## config.mk

```make
export PLATFORM = sky130hd
export DESIGN_NAME = mmm_result_collector
export DESIGN_NICKNAME = d
export VERILOG_FILES = /design/src/rtl/mmm_pkg.sv /design/src/rtl/mmm_sub_word.sv /design/src/rtl/mmm_result_collector.sv
export SDC_FILE = /design/constraint.sdc
export NUM_CORES = 1
export LEC_CHECK = 0
export BUFFER_PORTS_ARGS = -buffer_cell sky130_fd_sc_hd__buf_4
export CORE_UTILIZATION = 52
export DETAILED_ROUTE_END_ITERATION = 16
export MAX_ROUTING_LAYER = met4
export PLACE_DENSITY = 0.82
export SLEW_MARGIN = 5
export SYNTH_ARGS = -nofsm -noshare
export SYNTH_HDL_FRONTEND = slang
export SYNTH_SLANG_ARGS = --single-unit
```

## constraint.sdc

```tcl
create_clock -name clk -period 1.7 [get_ports clk]
set_clock_uncertainty 0.05 [all_clocks]
set_input_delay 0.085 -clock clk [delete_from_list [all_inputs] [get_ports clk]]
set_output_delay 0.085 -clock clk [all_outputs]
set_load 0.03 [all_outputs]
```

## src/rtl/mmm_pkg.sv

```systemverilog
// mmm_pkg: shared definitions for the Montgomery result collector.
//   DwDefault - default operand/result width in bits
//   WDefault  - default processing-element word width in bits
//   calc_nw   - number of S words per result (dw/w + 1)
//   state_e   - collector FSM states
package mmm_pkg;

   localparam int unsigned DwDefault = 12;
   localparam int unsigned WDefault  = 6;

   // The PE chain emits one guard word above the dw-bit result.
   function automatic int unsigned calc_nw(input int unsigned dw, input int unsigned w);
      return dw / w + 1;
   endfunction

   typedef enum logic [1:0] {
      StIdle,
      StCollect,
      StSelect,
      StDone
   } state_e;

endpackage

```

## src/rtl/mmm_sub_word.sv

```systemverilog
// mmm_sub_word: one w-bit word of a word-serial subtraction, d = a - b - bin.
// Ports:
//   a, b  - minuend and subtrahend words
//   bin   - borrow in from the next-lower word
//   d     - difference word
//   bout  - borrow out to the next-higher word
module mmm_sub_word
   import mmm_pkg::*;
#(
   parameter int unsigned w = WDefault
) (
   input  logic [w-1:0] a,
   input  logic [w-1:0] b,
   input  logic         bin,
   output logic [w-1:0] d,
   output logic         bout
);

   logic [w:0] diff;

   // The extra top bit of the widened difference is the borrow.
   assign diff = {1'b0, a} - {1'b0, b} - {{w{1'b0}}, bin};
   assign d    = diff[w-1:0];
   assign bout = diff[w];

endmodule

```

## src/rtl/mmm_result_collector.sv

```systemverilog
// mmm_result_collector: gathers the NW S words (LSW first) from the last PE,
// optionally performs the final conditional subtraction S - M, and presents
// the dw-bit Montgomery product with a one-cycle done pulse.
// Build option: define MMM_FINAL_SUB_EN to compile in the word-serial
// subtractor and the S >= M selection; otherwise result is always S.
// Ports:
//   clk     - clock, rising edge
//   rst     - asynchronous active-low reset
//   s_valid - s_word/m_word carry a valid pair
//   s_word  - S word from the last PE
//   m_word  - modulus word with the same index
//   s_last  - final word pair of a result
//   s_ready - a pair is accepted this cycle when s_valid is also high
//   result  - reduced product, held between done pulses
//   done    - one-cycle pulse, result is new
//   err     - one-cycle pulse, framing error (frame dropped)
//   busy    - FSM not idle
module mmm_result_collector
   import mmm_pkg::*;
#(
   parameter int unsigned dw = DwDefault,
   parameter int unsigned w  = WDefault
) (
   input  logic          clk,
   input  logic          rst,
   input  logic          s_valid,
   input  logic [w-1:0]  s_word,
   input  logic [w-1:0]  m_word,
   input  logic          s_last,
   output logic          s_ready,
   output logic [dw-1:0] result,
   output logic          done,
   output logic          err,
   output logic          busy
);

   localparam int unsigned NW   = calc_nw(dw, w);
   localparam int unsigned IdxW = (NW > 1) ? $clog2(NW) : 1;
   localparam logic [IdxW-1:0] IdxLast = IdxW'(NW - 1);

   state_e                 state_q, state_d;
   logic [IdxW-1:0]        idx_q, idx_d;
   logic [NW-1:0][w-1:0]   s_buf_q;
   logic [NW*w-1:0]        s_flat;
   logic [dw-1:0]          result_q;
   logic [dw-1:0]          sel_result;
   logic                   err_q, err_d;
   logic                   accept, at_last, frame_err;

   assign s_ready   = (state_q == StIdle) || (state_q == StCollect);
   assign accept    = s_valid && s_ready;
   assign at_last   = (idx_q == IdxLast);
   // s_last must coincide exactly with the final word index.
   assign frame_err = accept && (at_last != s_last);
   assign s_flat    = s_buf_q;

   always_comb begin
      state_d = state_q;
      idx_d   = idx_q;
      err_d   = 1'b0;
      unique case (state_q)
         StIdle, StCollect: begin
            if (frame_err) begin
               state_d = StIdle;
               idx_d   = '0;
               err_d   = 1'b1;
            end else if (accept) begin
               if (at_last) begin
                  state_d = StSelect;
               end else begin
                  state_d = StCollect;
                  idx_d   = idx_q + 1'b1;
               end
            end
         end
         StSelect: state_d = StDone;
         StDone: begin
            state_d = StIdle;
            idx_d   = '0;
         end
         default: begin
            state_d = StIdle;
            idx_d   = '0;
         end
      endcase
   end

`ifdef MMM_FINAL_SUB_EN
   logic                 borrow_q;
   logic                 sub_bin, sub_bout;
   logic [w-1:0]         sub_d;
   logic [NW-1:0][w-1:0] d_buf_q;
   logic [NW*w-1:0]      d_flat;
   logic                 unused_d_hi;

   // The borrow chain restarts at the least-significant word.
   assign sub_bin = (idx_q == '0) ? 1'b0 : borrow_q;

   mmm_sub_word #(
      .w (w)
   ) u_sub_word (
      .a    (s_word),
      .b    (m_word),
      .bin  (sub_bin),
      .d    (sub_d),
      .bout (sub_bout)
   );

   always_ff @(posedge clk or negedge rst) begin
      if (!rst) begin
         borrow_q <= 1'b0;
         d_buf_q  <= '0;
      end else if (frame_err) begin
         borrow_q <= 1'b0;
         d_buf_q  <= '0;
      end else if (accept) begin
         borrow_q       <= sub_bout;
         d_buf_q[idx_q] <= sub_d;
      end
   end

   assign d_flat      = d_buf_q;
   // Final borrow clear means S >= M, so the reduced value is D.
   assign sel_result  = borrow_q ? s_flat[dw-1:0] : d_flat[dw-1:0];
   assign unused_d_hi = ^d_flat[NW*w-1:dw];
`else
   logic unused_m;

   assign sel_result = s_flat[dw-1:0];
   assign unused_m   = ^m_word;
`endif

   // Guard bits above dw only feed the subtraction.
   logic unused_s_hi;
   assign unused_s_hi = ^s_flat[NW*w-1:dw];

   always_ff @(posedge clk or negedge rst) begin
      if (!rst) begin
         state_q  <= StIdle;
         idx_q    <= '0;
         s_buf_q  <= '0;
         result_q <= '0;
         err_q    <= 1'b0;
      end else begin
         state_q <= state_d;
         idx_q   <= idx_d;
         err_q   <= err_d;
         if (frame_err) begin
            s_buf_q <= '0;
         end else if (accept) begin
            s_buf_q[idx_q] <= s_word;
         end
         if (state_q == StSelect) begin
            result_q <= sel_result;
         end
      end
   end

   assign result = result_q;
   assign done   = (state_q == StDone);
   assign err    = err_q;
   assign busy   = (state_q != StIdle);

endmodule

```

==> run metrics, run 1 <==
status completed; crit path DAT 1.61 ns; global route overflow 0; layout cell share with drive strength beyond 1 0.322; dpl ws 0.256 ns; die area 2790 um^2; Min-Delay Path Class in2reg; diode count 0; total negative slack 0 ns; routability cong. 0.752; number of remaining DRC errors 0; count leader, synth dfrtp_1; area leader, netlist dfrtp_1; Slew @ Worst Pin 0.488 ns; synth unique cells 25; YS warnings 0; Final setup viols 0; RSZ-0062 raised after global routing false; largest net degree at the start of global routing 30; Syn Area/Cell 11.4 um^2; clock-pin slew on the worst setup and hold paths 0.08 ns; Final Max Tran Viols 0; number of synthesized flops with an enable pin 0; fin crit period 1.47 ns; Worst Slack Setup Final 0.232 ns; VDD IR max 1.21 mV; Core Region 2450 um^2; CTS tree done; register area share after synthesis 0.540; Vert. Die Dim 52.9 um; asr flop ratio synth 1.00; Max clock buf depth 2; Post-Syn Area 1350 um^2; Overall Global Routing Usage 0.213; DP HPWL 1700 um; vias per cell 5.43; IO buf count 25; Wirelength per Cell 14.0 um; Synth area leaders dfrtp_1 54%, mux2_4 8.9%, nor2b_1 6.0%, a31oi_1 5.6%, nand2_1 3.6%; final hold vios 0; Slew Limit Headroom 0.675; Core Rows 18; Commonest cells post-synth 29 x dfrtp_1, 13 x nand2_1, 13 x nor2b_1; Post CTS Setup Buffer Count 0; initial antenna violation count 0; H-tree depth 2; Critical Path RT 1.84 ns; first-pass GRT wire length 4100 um; TritonCTS buffer count 5; Area growth, synth to finish 19.3%; PD cells 1870 nW/um^2; Post-synth top flop dfrtp_1; Crit Path Max Fanout 12; DRT iter0 DRCs 18; max-cap check violation count 0; CTS root buffer clkbuf_4; type of element launching the critical path flop; share of the synthesized area in the top cell type 0.540; Worst-Skew Late Latency 0.31 ns; post-route ant nets 0; Initial Util 0.548; synthesized net count 137; nets@finish 165; Tcrit/Tclk final 0.863; Die W 52.9 um; Crit. End Element flop; I/O Pins 32; FMAX 0.681 GHz; WL final 2460 um; Lkg Pwr 0.805 nW; vias in the first global route 933; First-pass DRT Iterations 5; Via Count 955; worst setup path category reg2reg; Sinks on Clock Net 29; Syn Inst Count 118; R2R setup slack 0.23 ns; Seq cells post-synth 29
-- kinds of logic (layout without fill, tap and decap cells) --
kind of cell	count (synthesis)	count (layout)	synth area share
AOI/OAI and AO/OA	29	29	0.125
xor gates and xnor gates	1	1	0.00651
muxes	13	13	0.130
buffers and inverters	10	38	0.0419
adders and majority gates	3	3	0.0279
and+or+nand+nor	33	33	0.129
DFF	29	29	0.540
-- final timing paths --
check | start | to | cells past startpoint
setup / recovery | idx_q[0] | s_buf_q[4] | 5
setup reg to reg | idx_q[0] | s_buf_q[4] | 5
hold reg to reg | s_buf_q[3] | s_buf_q[3] | 2
max in group asynchronous | rst | s_buf_q[5] | 2
hold / removal | s_word[1] | s_buf_q[1] | 3
min in group asynchronous | rst | result[0] | 2
-- layout by cell type, fill, tap and decap left out, drive strengths merged --
cell and instances:
nor2b 13, mux2i 1, a32o 1, xor2 1, dfrtp 29, or2 1
nor2 1, a21oi 1, o21ai 14, and3 1, a31oi 12, inv 3
nand2 13, buf 27, a21o 1, clkbuf 7, ha 3, dlygate4sd3 1
mux2 12, nand2b 2, and2 2
-- power by group --
part / leakage (nW) / switching, mW / internal [mW] / total, mW
Sequential: 0.384 / 0.193 / 0.984 / 1.18
Combinational: 0.390 / 0.781 / 0.635 / 1.42
Clock: 0.0314 / 0.206 / 0.195 / 0.401
Total: 0.805 / 1.18 / 1.81 / 2.99
-- layer usage --
layer  up-vias  track usage  wire length (um)
li1        465            -                 -
met1       459        0.254              1130
met4         0       0.0921                19
met3         3       0.0603               102
met5         -            -                 0
met2        28        0.335              1210
-- registers in the layout, summed over array words and instances (netlist names) --
signal / cells
idx_q: 2
err: 1
state_q: 2
result: 12
s_buf_q: 12
-- through the flow --
step / utilization / area, um^2 / hold WS [ns] / cells / power (mW)
floorplan: - / 1350 / -0.261 / 118 / 2.16
detailed placement: 0.627 / 1540 / -0.0243 / 168 / 2.61
CTS: 0.654 / 1610 / 0.00619 / 176 / 3.03
finish: 0.654 / 1610 / 0.0192 / 176 / 2.99
global placement: 0.627 / 1540 / -0.0299 / 168 / 2.54
global route: 0.654 / 1610 / 0.00894 / 176 / 3.21
-- critical path: stages (launching register included) --
cell and delay [ns]:
dfrtp_1 0.41, inv_1 0.11, ha_1 0.42, nor2b_1 0.10, a31oi_1 0.16, o21ai_0 0.10
-- area by class of cell --
type                       instances  area (um^2)
fill                             195          850
clock buffer                       7         55.1
timing repair buffer              28          213
inverter                           3         11.3
multi-input combinational         79          563
sequential                        29          726
tap                               30         37.5
-- timing repair --
action                                 CTS  global route
hold buffers                             1             0
gates resized for setup                  0             0
endpoints found under the hold margin   29             0
(Power assumes the default switching activity.)
==> run 2, diff against run 1 <==
--- a/config.mk
+++ b/config.mk
@@ -5,11 +5,12 @@
 export SDC_FILE = /design/constraint.sdc
 export NUM_CORES = 1
 export LEC_CHECK = 0
+export ABC_AREA = 1
 export BUFFER_PORTS_ARGS = -buffer_cell sky130_fd_sc_hd__buf_4
-export CORE_UTILIZATION = 52
+export CORE_UTILIZATION = 51
 export DETAILED_ROUTE_END_ITERATION = 16
 export MAX_ROUTING_LAYER = met4
-export PLACE_DENSITY = 0.82
+export PLACE_DENSITY = 0.81
 export SLEW_MARGIN = 5
 export SYNTH_ARGS = -nofsm -noshare
 export SYNTH_HDL_FRONTEND = slang
==> run metrics, run 2 <==
H-tree depth 2 (unchanged); R2R setup slack 0.19 ns (was 0.23 ns); clock-pin slew on the worst setup and hold paths 0.08 ns (about the same); largest net degree at the start of global routing 30 (unchanged); fin crit period 1.51 ns (was 1.47 ns); I/O Pins 32 (unchanged); Final setup viols 0 (unchanged); CTS tree done (unchanged); IO buf count 25 (unchanged); Syn Area/Cell 9.27 um^2 (was 11.4 um^2); YS warnings 0 (unchanged); diode count 0 (unchanged); dpl cell area 1480 um^2 (was 1540 um^2); Reg area 726 um^2 (unchanged); Core Rows 17 (was 18); nets@finish 193 (was 165); First-pass DRT Iterations 4 (was 5); total power draw 2.95 mW (was 2.99 mW); global route overflow 0 (unchanged); Final Max Tran Viols 0 (unchanged); Slew Limit Headroom 0.718 (was 0.675); FMAX 0.662 GHz (was 0.681 GHz); Tcrit/Tclk final 0.889 (was 0.863); layout cell share with drive strength beyond 1 0.217 (was 0.322); Overall Global Routing Usage 0.223 (was 0.213); CTS root buffer clkbuf_4 (unchanged); share of the synthesized area in the top cell type 0.563 (was 0.540); Initial Util 0.561 (was 0.548); max-cap check violation count 0 (unchanged); DRT iter0 DRCs 27 (was 18); Commonest cells post-synth 33 x inv_1, 33 x nand2_1, 29 x dfrtp_1 (was 29 x dfrtp_1, 13 x nand2_1, 13 x nor2b_1); Lkg Pwr 0.939 nW (was 0.805 nW); Sinks on Clock Net 29 (unchanged); Seq cells post-synth 29 (unchanged); Crit Path Max Fanout 12 (unchanged); routability cong. 0.869 (was 0.752); register area share after synthesis 0.563 (was 0.540); type of element launching the critical path flop (unchanged); PD cells 1800 nW/um^2 (was 1870 nW/um^2); crit path DAT 1.66 ns (was 1.61 ns); Worst Slack Setup Final 0.189 ns (was 0.232 ns); Post-Syn Area 1290 um^2 (was 1350 um^2); asr flop ratio synth 1.00 (unchanged); Synth area leaders dfrtp_1 56%, inv_1 9.6%, nand2_1 9.6%, o211ai_1 7.0%, o21ai_0 4.7% (was dfrtp_1 54%, mux2_4 8.9%, nor2b_1 6.0%, a31oi_1 5.6%, nand2_1 3.6%); Max clock buf depth 2 (unchanged); commonest cells after routing, fill and taps aside 33 x inv_1, 33 x nand2_1, 29 x dfrtp_1, 26 x buf_4 (was 29 x dfrtp_1, 27 x buf_4, 13 x nor2b_1, 13 x nand2_1, 12 x a31oi_1); synthesized net count 158 (was 137); Multi-input gate area 407 um^2 (was 563 um^2); DP HPWL 1610 um (was 1700 um); Via Count 1007 (was 955); first-pass GRT wire length 4080 um (was 4100 um); Syn Inst Count 139 (was 118); initial antenna violation count 0 (unchanged); total negative slack 0 ns (unchanged); number of remaining DRC errors 0 (unchanged); Die W 52.3 um (was 52.9 um); die area 2730 um^2 (was 2790 um^2); vias per cell 4.96 (was 5.43); VDD IR max 1.18 mV (was 1.21 mV); Worst-Skew Late Latency 0.32 ns (was 0.31 ns); # fillers 183 (was 195); final hold vios 0 (unchanged); synth unique cells 17 (was 25); post-route cell area 1640 um^2 (was 1610 um^2); RSZ-0062 raised after global routing false (unchanged); Post-synth top flop dfrtp_1 (unchanged); post-route ant nets 0 (unchanged); status completed (unchanged); worst setup path category reg2reg (unchanged); Min-Delay Path Class in2reg (unchanged); Wirelength per Cell 12.0 um (was 14.0 um); Crit. End Element flop (unchanged); dpl ws 0.149 ns (was 0.256 ns); area leader, netlist dfrtp_1 (unchanged); number of synthesized flops with an enable pin 0 (unchanged); Post CTS Setup Buffer Count 0 (unchanged); Critical Path RT 1.85 ns (was 1.84 ns); vias in the first global route 976 (was 933); Core Region 2300 um^2 (was 2450 um^2); Area growth, synth to finish 27.4% (was 19.3%); TritonCTS buffer count 5 (unchanged); Slew @ Worst Pin 0.423 ns (was 0.488 ns); WL final 2430 um (was 2460 um); Vert. Die Dim 52.3 um (was 52.9 um)
run 2: cell count changes in the layout (fill, tap and decap cells not counted), moves of 12 or more:
cell	delta
a31oi_1	-12
inv_1	+30
nand2_1	+20
nor2b_1	-13
o211ai_1	+12
run 2: kinds of logic (layout without fill, tap and decap cells):
family / after synthesis / count (layout) / share of synthesized area
AOI/OAI and AO/OA: 26 / 26 / 0.132
buffers and inverters: 38 / 74 / 0.127
adders and majority gates: 3 / 3 / 0.0291
muxes: 2 / 2 / 0.0175
DFF: 29 / 29 / 0.563
and+or+nand+nor: 41 / 41 / 0.131
run 2: timing repair:
action | CTS | global route
resized for setup | 0 | 1
setup endpoints to repair | 0 | 3
endpoints found under the hold margin | 41 | 0
hold buffers | 7 | 0
run 2: metal layers:
metal,vias up,routed length [um],global-route usage,share of wire
met3,4,108,0.107,0.044
met4,0,17,0.0965,0.0070
met1,480,1100,0.225,0.45
li1,498,-,-,-
met2,25,1200,0.370,0.49
met5,-,0,-,0
run 2: worst paths after layout:
path                       startpoint          to  cells past startpoint
setup / recovery           state_q[1]  s_buf_q[3]                      4
hold / removal                 s_last  state_q[0]                      4
setup reg to reg           state_q[1]  s_buf_q[3]                      4
hold reg to reg             result[6]   result[6]                      2
max in group asynchronous         rst  s_buf_q[2]                      2
min in group asynchronous         rst  s_buf_q[8]                      2
run 2: metrics by stage:
step,utilization,hold slack (ns),std cells
after floorplan,-,-0.261,139
after global placement,0.644,-0.0286,188
after detailed placement,0.644,-0.0252,188
after CTS,0.711,0.0293,203
after global routing,0.715,0.0461,203
final,0.715,0.0428,203
run 2: report_power, final:
| part | internal, mW | leakage, nW | total (mW) | switching [mW] |
|---|---|---|---|---|
| combinational | 0.466 | 0.519 | 1.27 | 0.803 |
| sequential | 0.971 | 0.375 | 1.10 | 0.126 |
| clock | 0.351 | 0.0455 | 0.581 | 0.230 |
| total | 1.79 | 0.939 | 2.95 | 1.16 |
run 2: area by class of cell:
cell class,count,area share
Sequential cell,29,0.442
Multi-Input combinational cell,72,0.248
Timing Repair Buffer,33,0.162
Inverter,33,0.0755
Clock buffer,7,0.0335
Tap cell,28,0.0213
Clock inverter,1,0.0183
run 2: critical path, cell delays in order (launching register included):
cell and delay (ns):
dfrtp_1 0.43, nor2_2 0.24, nand2_1 0.32, o211ai_1 0.29, inv_1 0.06
==> run 3, diff against run 2 <==
--- a/config.mk
+++ b/config.mk
@@ -7,10 +7,11 @@
 export LEC_CHECK = 0
 export ABC_AREA = 1
 export BUFFER_PORTS_ARGS = -buffer_cell sky130_fd_sc_hd__buf_4
-export CORE_UTILIZATION = 51
+export CORE_UTILIZATION = 53
 export DETAILED_ROUTE_END_ITERATION = 16
+export GPL_TIMING_DRIVEN = 0
 export MAX_ROUTING_LAYER = met4
-export PLACE_DENSITY = 0.81
+export PLACE_DENSITY = 0.83
 export SLEW_MARGIN = 5
 export SYNTH_ARGS = -nofsm -noshare
 export SYNTH_HDL_FRONTEND = slang
==> constraint.sdc (replaced) <==
create_clock -name clk -period 1.8 [get_ports clk]
set_clock_uncertainty 0.05 [all_clocks]
set_input_delay 0.09 -clock clk [delete_from_list [all_inputs] [get_ports clk]]
set_output_delay 0.09 -clock clk [all_outputs]
set_load 0.03 [all_outputs]
==> run metrics, run 3 (synthesized netlist as in run 2, its figures left out) <==
status completed (unchanged); # fillers 164 (was 183); CTS root buffer clkbuf_4 (unchanged); type of element launching the critical path flop (unchanged); Crit Path Max Fanout 10 (was 12); final hold vios 0 (unchanged); Final setup viols 0 (unchanged); worst setup path category reg2reg (unchanged); diode count 0 (unchanged); Area growth, synth to finish 27.0% (was 27.4%); vias per cell 4.90 (was 4.96); CTS tree done (unchanged); Hold Path Stages 4 (unchanged); Initial Util 0.572 (was 0.561); post-route ant nets 0 (unchanged); most frequent CP cell inv_1; layout cell share with drive strength beyond 1 0.230 (was 0.217); VDD IR max 1.11 mV (was 1.18 mV); Via Count 1010 (was 1007); CP Cell Sequence inv_1, ha_1, inv_1, nand2_1, nand3_2, buf_4, o211ai_1, inv_1 (was nor2_2, nand2_1, o211ai_1, inv_1); Lkg Pwr 0.943 nW (was 0.939 nW); Slew Limit Headroom 0.762 (was 0.718); Worst path slowest cell dfrtp_1 (unchanged); Die W 51.3 um (was 52.3 um); Crit. End Element flop (unchanged); Overall Global Routing Usage 0.240 (was 0.223); fin crit period 1.52 ns (was 1.51 ns); Hold Path End state_q[0] (unchanged); WL final 2490 um (was 2430 um); hold_sp s_last (unchanged); number of remaining DRC errors 0 (unchanged); Wirelength per Cell 12.1 um (was 12.0 um); first-pass GRT wire length 4360 um (was 4080 um); DRT iter0 DRCs 25 (was 27); initial antenna violation count 0 (unchanged); largest net degree at the start of global routing 30 (unchanged); Worst-Skew Late Latency 0.32 ns (about the same); TritonCTS buffer count 5 (unchanged); CP peak stage delay 0.40 ns (was 0.43 ns); r2r endpoint s_buf_q[7] (was s_buf_q[3]); nets@finish 197 (was 193); die area 2630 um^2 (was 2730 um^2); Worst Reg-to-Reg Cells 8 (was 4); Max clock buf depth 2 (unchanged); Tcrit/Tclk final 0.846 (was 0.889); DP HPWL 1740 um (was 1610 um); commonest cells after routing, fill and taps aside 33 x inv_1, 33 x nand2_1, 29 x dfrtp_1, 26 x buf_4 (unchanged); clock-pin slew on the worst setup and hold paths 0.09 ns (was 0.08 ns); RSZ-0062 raised after global routing false (unchanged); crit path DAT 1.67 ns (was 1.66 ns); IO buf count 25 (unchanged); H-tree depth 2 (unchanged); Vert. Die Dim 51.3 um (was 52.3 um); PD cells 1630 nW/um^2 (was 1800 nW/um^2); First-pass DRT Iterations 4 (unchanged); vias in the first global route 1055 (was 976); I/O Pins 32 (unchanged); Min-Delay Path Class in2reg (unchanged); Post CTS Setup Buffer Count 0 (unchanged); routability cong. 0.887 (was 0.869); max-cap check violation count 0 (unchanged); R2R setup slack 0.28 ns (was 0.19 ns); Core Rows 17 (unchanged); FMAX 0.657 GHz (was 0.662 GHz); Reg-to-Reg Start idx_q[0] (was state_q[1]); Core Region 2250 um^2 (was 2300 um^2); Final Max Tran Viols 0 (unchanged); global route overflow 0 (unchanged); Critical Path RT 1.95 ns (was 1.85 ns); total negative slack 0 ns (unchanged); Sinks on Clock Net 29 (unchanged); Slew @ Worst Pin 0.357 ns (was 0.423 ns); Core Util, Final 0.726 (was 0.715)
[run 3: worst max-delay path, delay by kind of cell (launching register included)]
kind / cells / cell delay (ns)
adder cells (fa/ha/maj): 1 / 0.18
flip-flops: 1 / 0.40
AND/OR/NAND/NOR: 2 / 0.24
buffers and inverters: 4 / 0.46
AO/OA/AOI/OAI: 1 / 0.10
[run 3: layout make-up]
class / count / area [um^2] / area share
flip-flops and latches: 29 / 726 / 0.443
well taps: 28 / 35.0 / 0.0214
inverters: 33 / 124 / 0.0757
multi-input cells: 72 / 399 / 0.244
repair buffers: 32 / 258 / 0.157
clock buffers: 7 / 55.1 / 0.0336
plain buffers: 5 / 40.0 / 0.0245
[run 3: routing by layer]
layer | global-route usage | vias to the layer above | routed length (um)
li1 | - | 514 | -
met5 | - | - | 0
met1 | 0.267 | 460 | 1100
met2 | 0.408 | 30 | 1240
met4 | 0.104 | 0 | 27
met3 | 0.0625 | 6 | 120
[run 3: repair_timing]
action                                 in CTS  in global routing
endpoints found under the hold margin      41                  0
resized for setup                           0                  0
hold buffers                                7                  0
[run 3: how the worst max path moves through the flow]
stage          startpoint           to  depth (start not counted)
2_1_floorplan    idx_q[0]   s_buf_q[0]                          8
3_3_place_gp     idx_q[0]   s_buf_q[1]                          8
3_5_place_dp     idx_q[0]  s_buf_q[11]                          8
4_1_cts          idx_q[0]   s_buf_q[7]                          8
5_1_grt          idx_q[0]  s_buf_q[11]                          8
6_report         idx_q[0]   s_buf_q[7]                          8
[run 3: metrics by stage]
step	setup WS (ns)	cells	hold slack, ns	power (mW)	area (um^2)
2_1_floorplan	0.465	139	-0.256	1.88	1290
3_3_place_gp	0.344	192	-0.0217	2.22	1510
3_5_place_dp	0.287	192	-0.0205	2.28	1510
4_1_cts	0.279	206	0.0491	2.67	1640
5_1_grt	0.164	206	0.0661	2.87	1640
6_report	0.277	206	0.0446	2.66	1640
[run 3: power by group]
group / switching [mW] / internal [mW] / total [mW]
registers: 0.119 / 0.917 / 1.04
logic: 0.762 / 0.472 / 1.23
clock network: 0.206 / 0.184 / 0.390
total: 1.09 / 1.57 / 2.66
